$ cat config.mk
export PLATFORM = sky130hd
export DESIGN_NAME = battery_alarm_controller
export DESIGN_NICKNAME = d
export VERILOG_FILES = /design/src/rtl/battery_pkg.sv /design/src/rtl/empty_persist_filter.sv /design/src/rtl/battery_alarm_controller.sv
export SDC_FILE = /design/constraint.sdc
export NUM_CORES = 1
export LEC_CHECK = 0
export CELL_PAD_IN_SITES_DETAIL_PLACEMENT = 1
export CELL_PAD_IN_SITES_GLOBAL_PLACEMENT = 2
export CORE_MARGIN = 2
export CORE_UTILIZATION = 36
export CTS_CLUSTER_DIAMETER = 30
export DETAILED_ROUTE_END_ITERATION = 12
export PLACE_DENSITY_LB_ADDON = 0.2
export RECOVER_POWER = 100
export SETUP_SLACK_MARGIN = 0.15
export SKIP_CTS_REPAIR_TIMING = 1
export SYNTH_ARGS = -nofsm -noshare
export SYNTH_HDL_FRONTEND = slang
export SYNTH_HIERARCHICAL = 1
export SYNTH_SLANG_ARGS = --single-unit
$ cat constraint.sdc
create_clock -name clk -period 3.11 [get_ports clk]
set_clock_uncertainty 0.1 [all_clocks]
set_input_delay 0.4665 -clock clk [delete_from_list [all_inputs] [get_ports clk]]
set_output_delay 0.4665 -clock clk [all_outputs]
set_load 0.05 [all_outputs]
$ cat src/rtl/battery_pkg.sv
// Shared types and helpers for the battery alarm path: FSM encoding, filter
// counter width and the charge-state LED pattern check.
package battery_pkg;

  localparam int unsigned PERSIST_W = 8;

  // Encoding 2'd3 is unused and decodes to NORMAL in the FSM default branch.
  typedef enum logic [1:0] {
    NORMAL   = 2'd0,
    ALARM    = 2'd1,
    SILENCED = 2'd2
  } alarmState_e;

  function automatic logic isOneHotOrZero(input logic [3:0] v);
    return (v & (v - 4'd1)) == 4'd0;
  endfunction

endpackage

$ cat src/rtl/empty_persist_filter.sv
// Persistence filter: the filtered flag rises only after the raw flag has been
// high for PERSIST consecutive cycles, and drops with the raw flag.
module empty_persist_filter
  import battery_pkg::*;
#(
  parameter int unsigned PERSIST = 4
) (
  input  logic clk,
  input  logic rst,
  input  logic raw,
  output logic filt
);

  localparam logic [PERSIST_W-1:0] Limit = PERSIST_W'(PERSIST);

  logic [PERSIST_W-1:0] cntQ;

  always_ff @(posedge clk) begin
    if (rst) begin
      cntQ <= '0;
    end else if (!raw) begin
      cntQ <= '0;
    end else if (cntQ != Limit) begin
      cntQ <= cntQ + 1'b1;
    end
  end

  assign filt = (cntQ == Limit);

endmodule

$ cat src/rtl/battery_alarm_controller.sv
// Alarm stage behind the battery bench: filters the empty flags, runs the
// NORMAL/ALARM/SILENCED machine and drives registered LEDs and buzzer.
module battery_alarm_controller
  import battery_pkg::*;
#(
  parameter int unsigned PERSIST   = 4,
  parameter int unsigned BLINK_DIV = 25_000_000,
  parameter int unsigned CNT_W     = 25
) (
  input  logic       clk,
  input  logic       rst,
  input  logic       is_emptyA,
  input  logic       is_emptyB,
  input  logic [3:0] led_state_in,
  input  logic       ack,
  output logic       alarm_ledA,
  output logic       alarm_ledB,
  output logic       buzzer,
  output logic       alarm_active,
  output logic [3:0] led_state_out
);

  localparam logic [CNT_W-1:0] PreMax = CNT_W'(BLINK_DIV - 1);

  logic        filtA, filtB;
  logic        filtPrevA, filtPrevB;
  logic        newEmpty;
  alarmState_e stateQ, stateD;
  logic [CNT_W-1:0] preQ, preD;
  logic        phaseQ, phaseD;

  empty_persist_filter #(.PERSIST(PERSIST)) uFiltA (
    .clk  (clk),
    .rst  (rst),
    .raw  (is_emptyA),
    .filt (filtA)
  );

  empty_persist_filter #(.PERSIST(PERSIST)) uFiltB (
    .clk  (clk),
    .rst  (rst),
    .raw  (is_emptyB),
    .filt (filtB)
  );

  assign newEmpty = (filtA & ~filtPrevA) | (filtB & ~filtPrevB);

  // Recovery outranks everything; a new empty event outranks acknowledge.
  always_comb begin
    stateD = stateQ;
    case (stateQ)
      NORMAL: begin
        if (newEmpty) stateD = ALARM;
      end
      ALARM: begin
        if (!filtA && !filtB)     stateD = NORMAL;
        else if (!newEmpty && ack) stateD = SILENCED;
      end
      SILENCED: begin
        if (!filtA && !filtB) stateD = NORMAL;
        else if (newEmpty)    stateD = ALARM;
      end
      default: stateD = NORMAL;
    endcase
  end

  // Entering ALARM restarts the blink with the LED on.
  always_comb begin
    preD   = '0;
    phaseD = 1'b0;
    if (stateD == ALARM) begin
      if (stateQ != ALARM) begin
        phaseD = 1'b1;
      end else if (preQ == PreMax) begin
        phaseD = ~phaseQ;
      end else begin
        preD   = preQ + 1'b1;
        phaseD = phaseQ;
      end
    end
  end

  always_ff @(posedge clk) begin
    if (rst) begin
      stateQ        <= NORMAL;
      preQ          <= '0;
      phaseQ        <= 1'b0;
      filtPrevA     <= 1'b0;
      filtPrevB     <= 1'b0;
      alarm_ledA    <= 1'b0;
      alarm_ledB    <= 1'b0;
      buzzer        <= 1'b0;
      alarm_active  <= 1'b0;
      led_state_out <= 4'b0000;
    end else begin
      stateQ    <= stateD;
      preQ      <= preD;
      phaseQ    <= phaseD;
      filtPrevA <= filtA;
      filtPrevB <= filtB;
      case (stateQ)
        ALARM: begin
          alarm_ledA   <= filtA & phaseQ;
          alarm_ledB   <= filtB & phaseQ;
          buzzer       <= phaseQ;
          alarm_active <= 1'b1;
        end
        SILENCED: begin
          alarm_ledA   <= filtA;
          alarm_ledB   <= filtB;
          buzzer       <= 1'b0;
          alarm_active <= 1'b1;
        end
        default: begin
          alarm_ledA   <= 1'b0;
          alarm_ledB   <= 1'b0;
          buzzer       <= 1'b0;
          alarm_active <= 1'b0;
        end
      endcase
      if (isOneHotOrZero(led_state_in)) led_state_out <= led_state_in;
    end
  end

endmodule
# Yosys cells after proc, flatten, opt, wreduce, memory -nomap -nowiden
# Index checks and enable logic that the tools add are counted.
[totals]
mem_bits_rw = 0
out_inout_bits = 8
latchBits = 0
mem_bits_ro = 0
elab_cells = 62
reg_bits = 54
memories = 0
in_bits = 9
[classes]
n_reduce_logical = 14
shifts = 0
n_div = 0
n_lt_le_gt_ge = 0
bitwise = 13
multipliers = 0
n_mux = 10
n_eq_ne = 9
addsub = 4
[ops]
columns = ["op", "n"]
rows = [
  ["$add 25x1->25 const B", 1],
  ["$eq 25x25->1 const B", 1],
  ["$add 8x1->8 const B", 2],
  ["$eq 8x3->1 const B", 2],
  ["$ne 8x3->1 const B", 2],
  ["$reduce_or 2->1", 5],
  ["$mux 2", 4],
  ["$not 1->1", 7],
  ["$pmux 2 s3", 1],
  ["$and 1x1->1", 4],
  ["$and 4x4->4", 1],
  ["$eq 2x1->1 const B", 2],
  ["$logic_not 4->1", 1],
  ["$pmux 1 s2", 2],
  ["$reduce_or 4->1", 1],
  ["$sub 4x1->4 const B", 1],
  ["$logic_not 1->1", 3],
  ["$mux 1", 3],
  ["$eq 2x2->1 const B", 1],
  ["$logic_and 1x1->1", 2],
  ["$logic_not 2->1", 1],
  ["$ne 2x1->1 const B", 1],
  ["$reduce_bool 2->1", 1],
  ["$or 1x1->1", 1],
]

# Logic depth before layout (Yosys ltp)
# Gate-level depths: netlist of run 1.
[logic_depth]
word_depth = 11
ltp_mapped = 10
depth_no_buf = 9

# Cells and area by module
# Netlist of run 1, hierarchy kept.
[by_module_without_submodules]
columns = ["module", "seq_area_each_um2", "area_each_um2", "cells_each", "n_inst"]
rows = [
  ["battery_alarm_controller", 760.7, 1833.0, 200, 1],
  ["empty_persist_filter", 160.2, 400.4, 47, 2],
]

# Worst setup path after synthesis of run 1
# OpenSTA, ideal clock, no wires.
[synth_path]
kind = "flip-flop to flip-flop"
startpoint = "register uFiltB.cntQ[3]"
endpoint = "register preQ[2]"
path_stages_with_launch = 9
arrival_ns = 2.041
required_ns = 2.948
slack_ns = 0.907
cell_sequence = "dfxtp_1 > or3_1 > nor2_1 > a21boi_0 > o21ai_0 > a221oi_4 > nand4_4 > buf_6 > nor2_2"
[synth_between]
elab_chain_cells = 11
elab_cells_between_ends = 15
classes_between = "2 x eq/ne; 5 x mux; 3 x bitwise; 5 x reduce/logical"
[synth_rtl]
columns = ["item", "line_no", "source"]
rows = [
  ["from (decl)", "empty_persist_filter.sv:16", "logic [PERSIST_W-1:0] cntQ;"],
  ["from (signal assigned)", "empty_persist_filter.sv:24", "cntQ <= cntQ + 1'b1;"],
  ["$eq 8x3->1 *", "empty_persist_filter.sv:28", "assign filt = (cntQ == Limit);"],
  ["named net filtB", "battery_alarm_controller.sv:25", "logic filtA, filtB;"],
  ["$and 1x1->1", "battery_alarm_controller.sv:46", "assign newEmpty = (filtA & ~filtPrevA) | (filtB & ~filtPrevB);"],
  ["$or 1x1->1", "battery_alarm_controller.sv:46", ""],
  ["$logic_not 1->1", "battery_alarm_controller.sv:57", "else if (!newEmpty && ack) stateD = SILENCED;"],
  ["$logic_and 1x1->1", "battery_alarm_controller.sv:57", ""],
  ["$mux 2", "battery_alarm_controller.sv:57", ""],
  ["$mux 2", "battery_alarm_controller.sv:56", "if (!filtA && !filtB) stateD = NORMAL;"],
  ["$pmux 2 s3 *", "battery_alarm_controller.sv:51", "case (stateQ)"],
  ["$eq 2x1->1 *", "battery_alarm_controller.sv:71", "if (stateD == ALARM) begin"],
  ["$not 1->1 (no source line) *", "n/a", ""],
  ["$reduce_or 4->1 (no source line) *", "n/a", ""],
  ["to (signal assigned)", "battery_alarm_controller.sv:97", "preQ <= preD;"],
  ["to (decl)", "battery_alarm_controller.sv:29", "logic [CNT_W-1:0] preQ, preD;"],
]
# The timed path passes the listed nets; every way through them passes the cells marked *.
# A chain may end at the register's enable or synchronous reset.

# Final worst setup path of run 1
[layout_path]
startpoint = "register uFiltB.cntQ[0]"
endpoint = "register preQ[10]"
# Same word-level chain as after synthesis.

==> results of run 1 <==
## final timing paths
path / startpoint / endpoint / cells after the start
worst max-delay path: uFiltB/cntQ[0] / preQ[10] / 9
worst min register to register: led_state_out[3] / led_state_out[3] / 2
worst max register to register: uFiltB/cntQ[0] / preQ[10] / 9
worst min-delay path: led_state_out[3] / led_state_out[3] / 2
## placed cells by master (no fill, tap or decap), types with 7 or more instances in the layout
cell           instances
a21oi_1               23
or3_1                  9
dfxtp_1               54
ha_1                   9
xnor2_1                7
nor2_1                37
dlygate4sd3_1         10
nand4_1                8
o21ai_0               12
inv_1                  7
nand2_1               19
nand3_1               16
nor3_1                12
xor2_1                22
## power by group through the flow
stage	registers [µW]	logic, µW	clock network [µW]
after floorplan	722	30.0	0
after global placement	717	57.1	0
after detailed placement	717	58.0	0
after CTS	701	58.3	439
after global routing	702	62.5	462
final	701	56.1	416
## cell families after synthesis
kind of cell,count (synthesis),synth area share (%)
xor+xnor,29,9.644
flops,54,41.05
simple gates,141,31.16
fa+ha+maj,10,4.656
compound gates,47,10.78
buf+inv,13,2.708
## critical path: cells and delay by family, from the launching register on
kind            cells  cell delay, ns
flops               1            0.36
compound gates      3            0.83
simple gates        4            1.06
fa+ha+maj           1            0.17
buf+inv             1            0.09
## registers in the layout, indices dropped and copies added, names as in the netlist
name / count
alarm_active: 1
alarm_ledA: 1
alarm_ledB: 1
buzzer: 1
filtPrevA: 1
filtPrevB: 1
led_state_out: 4
phaseQ: 1
preQ: 25
stateQ: 2
uFiltA/cntQ: 8
uFiltB/cntQ: 8
## layer usage
| metal | up-vias | global-route usage [%] | routed length (µm) |
|---|---|---|---|
| li1 | 1067 | - | - |
| met1 | 1010 | 18.92 | 2963 |
| met2 | 17 | 23.50 | 2510 |
| met3 | 5 | 2.770 | 97 |
| met4 | 0 | 4.206 | 64 |
| met5 | - | 0 | 0 |
## metrics by stage
| step | setup WS [ns] | utilization [%] | total power [µW] |
|---|---|---|---|
| CTS | 0.3458 | 41.46 | 1198 |
| global placement | 0.4359 | 40.14 | 773.6 |
| finish | 0.4299 | 41.53 | 1173 |
| detailed placement | 0.3849 | 40.14 | 774.7 |
| floorplan | 0.9073 | - | 751.9 |
| global route | 0.1622 | 41.53 | 1227 |
## cell type report
cell class                      count  area (µm²)
Fill cell                         870        4195
Clock buffer                        6       82.58
Multi-Input combinational cell    228        1490
Clock inverter                      2       12.51
Sequential cell                    54        1081
Tap cell                           99       123.9
Inverter                            7       26.28
Timing Repair Buffer               17       163.9
==> impl_metrics.xml, run 1 <==
<?xml version="1.0" encoding="UTF-8"?>
<metrics>
  <group name="logic_synthesis">
    <metric name="yosys_most_used_dff" unit="">dfxtp_1</metric>
    <metric name="synth_sequential_area_ratio" unit="%">41.05</metric>
    <metric name="netlist-cell-type-count" unit="">43</metric>
    <metric name="synth.top_cells.by_count" unit="">dfxtp_1, nor2_1, a21oi_1</metric>
    <metric name="syn-num-nets" unit="">312</metric>
    <metric name="synth-warning-count" unit="">6</metric>
    <metric name="postSynth.asyncResetShare" unit="%">0</metric>
    <metric name="synth.ff_latch_count" unit="">54</metric>
    <metric name="syn_avg_cell_area" unit="µm²">8.958</metric>
    <metric name="synth-edff-count" unit="">0</metric>
    <metric name="synth_top_area_cell" unit="">dfxtp_1</metric>
    <metric name="synth_cells" unit="">294</metric>
    <metric name="syn-cell-area" unit="µm²">2634</metric>
    <metric name="netlist.area_leader.share" unit="%">41.05</metric>
    <metric name="cell_types_with_the_largest_area_share_after_synthesis" unit="">dfxtp_1, xor2_1, nor2_1</metric>
    <metric name="synth.most_common_cell" unit="">dfxtp_1</metric>
  </group>
  <group name="global_routing">
    <metric name="globalRoute.totalOverflow" unit="">0</metric>
    <metric name="first_global_vias" unit="">1966</metric>
    <metric name="pin_count_of_the_biggest_net_entering_global_routing" unit="">26</metric>
    <metric name="grt_pass1_wl" unit="µm">9039</metric>
    <metric name="antenna_violations_before_repair" unit="">0</metric>
    <metric name="grtUsageTotal" unit="%">14.26</metric>
  </group>
  <group name="cells_and_area">
    <metric name="finalInstanceArea" unit="µm²">2980</metric>
    <metric name="finish.net_count" unit="">331</metric>
    <metric name="area_growth" unit="%">13.16</metric>
    <metric name="ratio_of_cells_with_drive_above_1_in_the_final_layout" unit="%">7.643</metric>
    <metric name="layoutNonFillerInstCount" unit="">413</metric>
    <metric name="diodes" unit="">0</metric>
  </group>
  <group name="placement">
    <metric name="place_hpwl" unit="µm">3892</metric>
    <metric name="numPortBuffers" unit="">16</metric>
    <metric name="gp_congestion" unit="">0.7643</metric>
    <metric name="dpl-instance-area" unit="µm²">2880</metric>
    <metric name="post-place-cells" unit="">404</metric>
  </group>
  <group name="drt">
    <metric name="wl_per_cell" unit="µm">13.64</metric>
    <metric name="vias" unit="">2099</metric>
    <metric name="final_antenna_net_count" unit="">0</metric>
    <metric name="detailedRoute.firstIterationViolations" unit="">36</metric>
    <metric name="detail_route.vias_per_cell" unit="">5.082</metric>
    <metric name="drc_errors" unit="">0</metric>
    <metric name="drt_pass1_iterations" unit="">4</metric>
    <metric name="totalWireLength" unit="µm">5635</metric>
  </group>
  <group name="timing">
    <metric name="setup_tns" unit="ns">0</metric>
    <metric name="final.period_utilization" unit="%">86.18</metric>
    <metric name="timing_worst_slew_pin_value" unit="ns">0.5349</metric>
    <metric name="timing.hold.ws" unit="ns">0.3701</metric>
    <metric name="maximum_frequency_from_static_timing_analysis" unit="GHz">0.3731</metric>
    <metric name="timing.final.hold_violations" unit="">0</metric>
    <metric name="final_max_slew_viol_count" unit="">0</metric>
    <metric name="max-slew-margin-rel" unit="%">64.34</metric>
    <metric name="grt_setup_unrepaired" unit="">no</metric>
    <metric name="period_minus_slack" unit="ns">2.680</metric>
    <metric name="setup_viol" unit="">0</metric>
  </group>
  <group name="clock_network">
    <metric name="cts_made_buffers" unit="">5</metric>
    <metric name="htree_levels" unit="">2</metric>
    <metric name="clock_insertion_delay_worst_skew" unit="ns">0.31</metric>
    <metric name="tritoncts_num_sinks" unit="">54</metric>
    <metric name="clkTransAtPathRegs" unit="ns">0.10</metric>
    <metric name="cts_tree" unit="">done</metric>
    <metric name="clock-root-buffer" unit="">clkbuf_8</metric>
    <metric name="clock_tree.buffer_depth" unit="">2</metric>
  </group>
  <group name="power">
    <metric name="power.leakage" unit="µW">0.0009957</metric>
    <metric name="switchingPower" unit="µW">273.5</metric>
    <metric name="cellInternalPower" unit="µW">899.1</metric>
    <metric name="clockPowerShare" unit="%">35.5</metric>
    <metric name="power.density_cell_area" unit="nW/µm²">393.5</metric>
    <metric name="swShare" unit="%">23.33</metric>
    <metric name="power.sequential.fraction" unit="%">59.7</metric>
    <metric name="combinationalPowerShare" unit="%">4.8</metric>
    <metric name="vdd_ir_drop_max" unit="mV">0.2099</metric>
  </group>
  <group name="critical_path">
    <metric name="crit_path_cell_trace" unit="">inv_1, ha_1, nand4bb_1, nor2_1, a21boi_0, o21ai_0, a221oi_4, nand4_4, nor2_1</metric>
    <metric name="worst_path_max_delay_cell" unit="">a221oi_4</metric>
    <metric name="critical_path.startpoint_type" unit="">flop</metric>
    <metric name="cp_slowest_stage_delay" unit="ns">0.45</metric>
    <metric name="cell_with_the_most_instances_on_the_worst_path" unit="">nor2_1</metric>
    <metric name="ff2ff_setup_slack" unit="ns">0.43</metric>
    <metric name="critical_path_start_end_classification" unit="">flop to flop</metric>
    <metric name="worst-endpoint-required" unit="ns">3.25</metric>
    <metric name="timing.critical_path.to_type" unit="">flop</metric>
    <metric name="worst_ep_arrival_time" unit="ns">2.82</metric>
    <metric name="crit_fanout" unit="">13</metric>
  </group>
  <group name="floorplan">
    <metric name="die_w" unit="µm">89.54</metric>
    <metric name="die_area" unit="µm²">8017</metric>
    <metric name="start_util" unit="%">36.70</metric>
    <metric name="placementRows" unit="">31</metric>
    <metric name="core-area" unit="µm²">7176</metric>
    <metric name="die_h" unit="µm">89.54</metric>
    <metric name="io-pin-count" unit="">17</metric>
  </group>
  <group name="hold_path">
    <metric name="min_path_type" unit="">flop to flop</metric>
  </group>
  <group name="status">
    <metric name="run_status" unit="">finished, final reports clean</metric>
  </group>
  <group name="run">
    <metric name="drv.max_cap_violation_count" unit="">0</metric>
  </group>
</metrics>
Power figures use the tool's default switching activity.
==> run 2: changes to the inputs <==
--- a/config.mk
+++ b/config.mk
@@ -5,6 +5,7 @@
 export SDC_FILE = /design/constraint.sdc
 export NUM_CORES = 1
 export LEC_CHECK = 0
+export CAP_MARGIN = 15
 export CELL_PAD_IN_SITES_DETAIL_PLACEMENT = 1
 export CELL_PAD_IN_SITES_GLOBAL_PLACEMENT = 2
 export CORE_MARGIN = 2
==> results of run 2 <==
Same layout as run 1: the final DEF is identical, and so are final timing and power.
==> run 3: changes to the inputs <==
--- a/config.mk
+++ b/config.mk
@@ -5,10 +5,8 @@
 export SDC_FILE = /design/constraint.sdc
 export NUM_CORES = 1
 export LEC_CHECK = 0
-export CAP_MARGIN = 15
 export CELL_PAD_IN_SITES_DETAIL_PLACEMENT = 1
 export CELL_PAD_IN_SITES_GLOBAL_PLACEMENT = 2
-export CORE_MARGIN = 2
 export CORE_UTILIZATION = 36
 export CTS_CLUSTER_DIAMETER = 30
 export DETAILED_ROUTE_END_ITERATION = 12
==> impl_metrics.xml, run 3 (synthesis results as in run 1) <==
<?xml version="1.0" encoding="UTF-8"?>
<metrics>
  <group name="drt">
    <metric name="totalWireLength" unit="µm">5336</metric>
    <metric name="wl_per_cell" unit="µm">13.01</metric>
    <metric name="vias" unit="">2108</metric>
    <metric name="drc_errors" unit="">0</metric>
    <metric name="detail_route.vias_per_cell" unit="">5.141</metric>
    <metric name="drt_pass1_iterations" unit="">4</metric>
    <metric name="final_antenna_net_count" unit="">0</metric>
    <metric name="detailedRoute.firstIterationViolations" unit="">39</metric>
  </group>
  <group name="critical_path">
    <metric name="ff2ff_setup_slack" unit="ns">0.52</metric>
    <metric name="worst_ep_arrival_time" unit="ns">2.72</metric>
    <metric name="reg2reg_depth" unit="">9</metric>
    <metric name="r2r-end" unit="">preQ[21]</metric>
    <metric name="timing.critical_path.to_type" unit="">flop</metric>
    <metric name="worst-endpoint-required" unit="ns">3.24</metric>
    <metric name="worstReg2RegStart" unit="">uFiltA/cntQ[0]</metric>
    <metric name="crit_fanout" unit="">13</metric>
    <metric name="critical_path_start_end_classification" unit="">flop to flop</metric>
    <metric name="critical_path.startpoint_type" unit="">flop</metric>
  </group>
  <group name="power">
    <metric name="cellInternalPower" unit="µW">899.6</metric>
    <metric name="vdd_ir_drop_max" unit="mV">0.1762</metric>
    <metric name="power.sequential.fraction" unit="%">60.4</metric>
    <metric name="combinationalPowerShare" unit="%">4.8</metric>
    <metric name="power.leakage" unit="µW">0.0009967</metric>
    <metric name="power.density_cell_area" unit="nW/µm²">390.2</metric>
    <metric name="clockPowerShare" unit="%">34.8</metric>
    <metric name="switchingPower" unit="µW">260.3</metric>
    <metric name="swShare" unit="%">22.44</metric>
  </group>
  <group name="clock_network">
    <metric name="clock_tree.buffer_depth" unit="">2</metric>
    <metric name="cts_tree" unit="">done</metric>
    <metric name="clkTransAtPathRegs" unit="ns">0.09</metric>
    <metric name="cts_made_buffers" unit="">5</metric>
    <metric name="tritoncts_num_sinks" unit="">54</metric>
    <metric name="htree_levels" unit="">2</metric>
    <metric name="clock-root-buffer" unit="">clkbuf_8</metric>
    <metric name="clock_insertion_delay_worst_skew" unit="ns">0.30</metric>
  </group>
  <group name="floorplan">
    <metric name="start_util" unit="%">37.93</metric>
    <metric name="die_h" unit="µm">87.54</metric>
    <metric name="placementRows" unit="">30</metric>
    <metric name="io-pin-count" unit="">17</metric>
    <metric name="core-area" unit="µm²">6944</metric>
    <metric name="die_area" unit="µm²">7662</metric>
    <metric name="die_w" unit="µm">87.54</metric>
  </group>
  <group name="global_routing">
    <metric name="antenna_violations_before_repair" unit="">0</metric>
    <metric name="grtUsageTotal" unit="%">15.17</metric>
    <metric name="globalRouteMet2Util" unit="%">25.50</metric>
    <metric name="gr-max-usage-layer" unit="">met2</metric>
    <metric name="gr-usage-met1" unit="%">19.71</metric>
    <metric name="pin_count_of_the_biggest_net_entering_global_routing" unit="">26</metric>
    <metric name="globalRoute.totalOverflow" unit="">0</metric>
    <metric name="grt_pass1_wl" unit="µm">9280</metric>
    <metric name="use_met3" unit="%">3.110</metric>
    <metric name="first_global_vias" unit="">2077</metric>
  </group>
  <group name="cells_and_area">
    <metric name="final_util" unit="%">42.81</metric>
    <metric name="commonest_cells_after_routing_fill_and_taps_aside" unit="">dfxtp_1, nor2_1, a21oi_1, xor2_1, nand2_1</metric>
    <metric name="layoutNonFillerInstCount" unit="">410</metric>
    <metric name="registers.top_by_ff_count" unit="">preQ</metric>
    <metric name="area_growth" unit="%">12.87</metric>
    <metric name="commonest_non_fill_non_tap_cell_in_the_layout" unit="">dfxtp_1</metric>
    <metric name="max_reg_flops" unit="">25</metric>
    <metric name="largest_registers" unit="">preQ: 25 flops, uFiltA/cntQ: 8 flops, uFiltB/cntQ: 8 flops</metric>
    <metric name="ratio_of_cells_with_drive_above_1_in_the_final_layout" unit="%">7.325</metric>
    <metric name="finalInstanceArea" unit="µm²">2973</metric>
    <metric name="diodes" unit="">0</metric>
    <metric name="finish.net_count" unit="">331</metric>
  </group>
  <group name="placement">
    <metric name="post-place-cells" unit="">401</metric>
    <metric name="gp_congestion" unit="">0.7527</metric>
    <metric name="numPortBuffers" unit="">16</metric>
    <metric name="place_ws" unit="ns">0.4094</metric>
    <metric name="dpl-instance-area" unit="µm²">2877</metric>
    <metric name="place_hpwl" unit="µm">3798</metric>
  </group>
  <group name="timing">
    <metric name="max-slew-margin-rel" unit="%">66.66</metric>
    <metric name="setup_viol" unit="">0</metric>
    <metric name="maximum_frequency_from_static_timing_analysis" unit="GHz">0.3858</metric>
    <metric name="grt_setup_unrepaired" unit="">yes</metric>
    <metric name="final_max_slew_viol_count" unit="">0</metric>
    <metric name="final.period_utilization" unit="%">83.34</metric>
    <metric name="setup_slack" unit="ns">0.5181</metric>
    <metric name="timing_worst_slew_pin_value" unit="ns">0.4985</metric>
    <metric name="period_minus_slack" unit="ns">2.592</metric>
    <metric name="timing.final.hold_violations" unit="">0</metric>
    <metric name="setup_tns" unit="ns">0</metric>
  </group>
  <group name="hold_path">
    <metric name="hold_path_startpoint" unit="">phaseQ</metric>
    <metric name="hold_end" unit="">buzzer</metric>
    <metric name="hold-path-cell-count" unit="">2</metric>
    <metric name="min_path_type" unit="">flop to flop</metric>
  </group>
  <group name="run">
    <metric name="drv.max_cap_violation_count" unit="">0</metric>
  </group>
  <group name="status">
    <metric name="run_status" unit="">finished, final reports clean</metric>
  </group>
</metrics>
==> run 3: power by group through the flow <==
stage	clock network [µW]	logic, µW	registers (µW)
final	404	55.4	700
after detailed placement	0	57.1	717
after CTS	424	57.5	701
after global placement	0	57.1	717
after floorplan	0	30.0	722
after global routing	451	62.0	701
==> run 3: area by class of cell <==
type                    count  area [µm²]
clock buffers               7       86.33
fillers                   835        3971
clock inverters             1       5.005
flip-flops and latches     54        1081
well taps                  96       120.1
inverters                   7       26.28
repair buffers             17       163.9
multi-input cells         228        1490
==> run 3: metrics by stage <==
step | hold slack [ns] | power [µW]
CTS | 0.3804 | 1182
global placement | 0.3555 | 773.8
global route | 0.3947 | 1214
finish | 0.3766 | 1160
detailed placement | 0.3630 | 773.8
floorplan | 0.3348 | 751.9
==> run 3: worst max-delay path by stage <==
stage / startpoint / to / slack (ns) / cells past startpoint
finish: uFiltA/cntQ[0] / preQ[21] / 0.52 / 9
global route: uFiltA/cntQ[0] / preQ[23] / 0.16 / 9
CTS: uFiltA/cntQ[0] / preQ[21] / 0.37 / 9
detailed placement: uFiltA/cntQ[3] / preQ[21] / 0.41 / 7
global placement: uFiltA/cntQ[0] / preQ[21] / 0.46 / 9
floorplan: uFiltB/cntQ[3] / preQ[2] / 0.91 / 8
==> run 3: critical path: stages (launching register included) <==
cell and delay (ns):
dfxtp_1 0.36, inv_1 0.09, ha_1 0.17, nand4bb_1 0.17, nor2_1 0.33, nor2b_1 0.23, nor2_1 0.11, a31oi_2 0.42
nand4_4 0.33, a21oi_1 0.21
==> run 3: routing by layer <==
layer / share of wire, % / wire [µm]
met1: 50 / 2694
met2: 46 / 2466
met3: 2.3 / 125
met4: 0.94 / 50
met5: 0 / 0
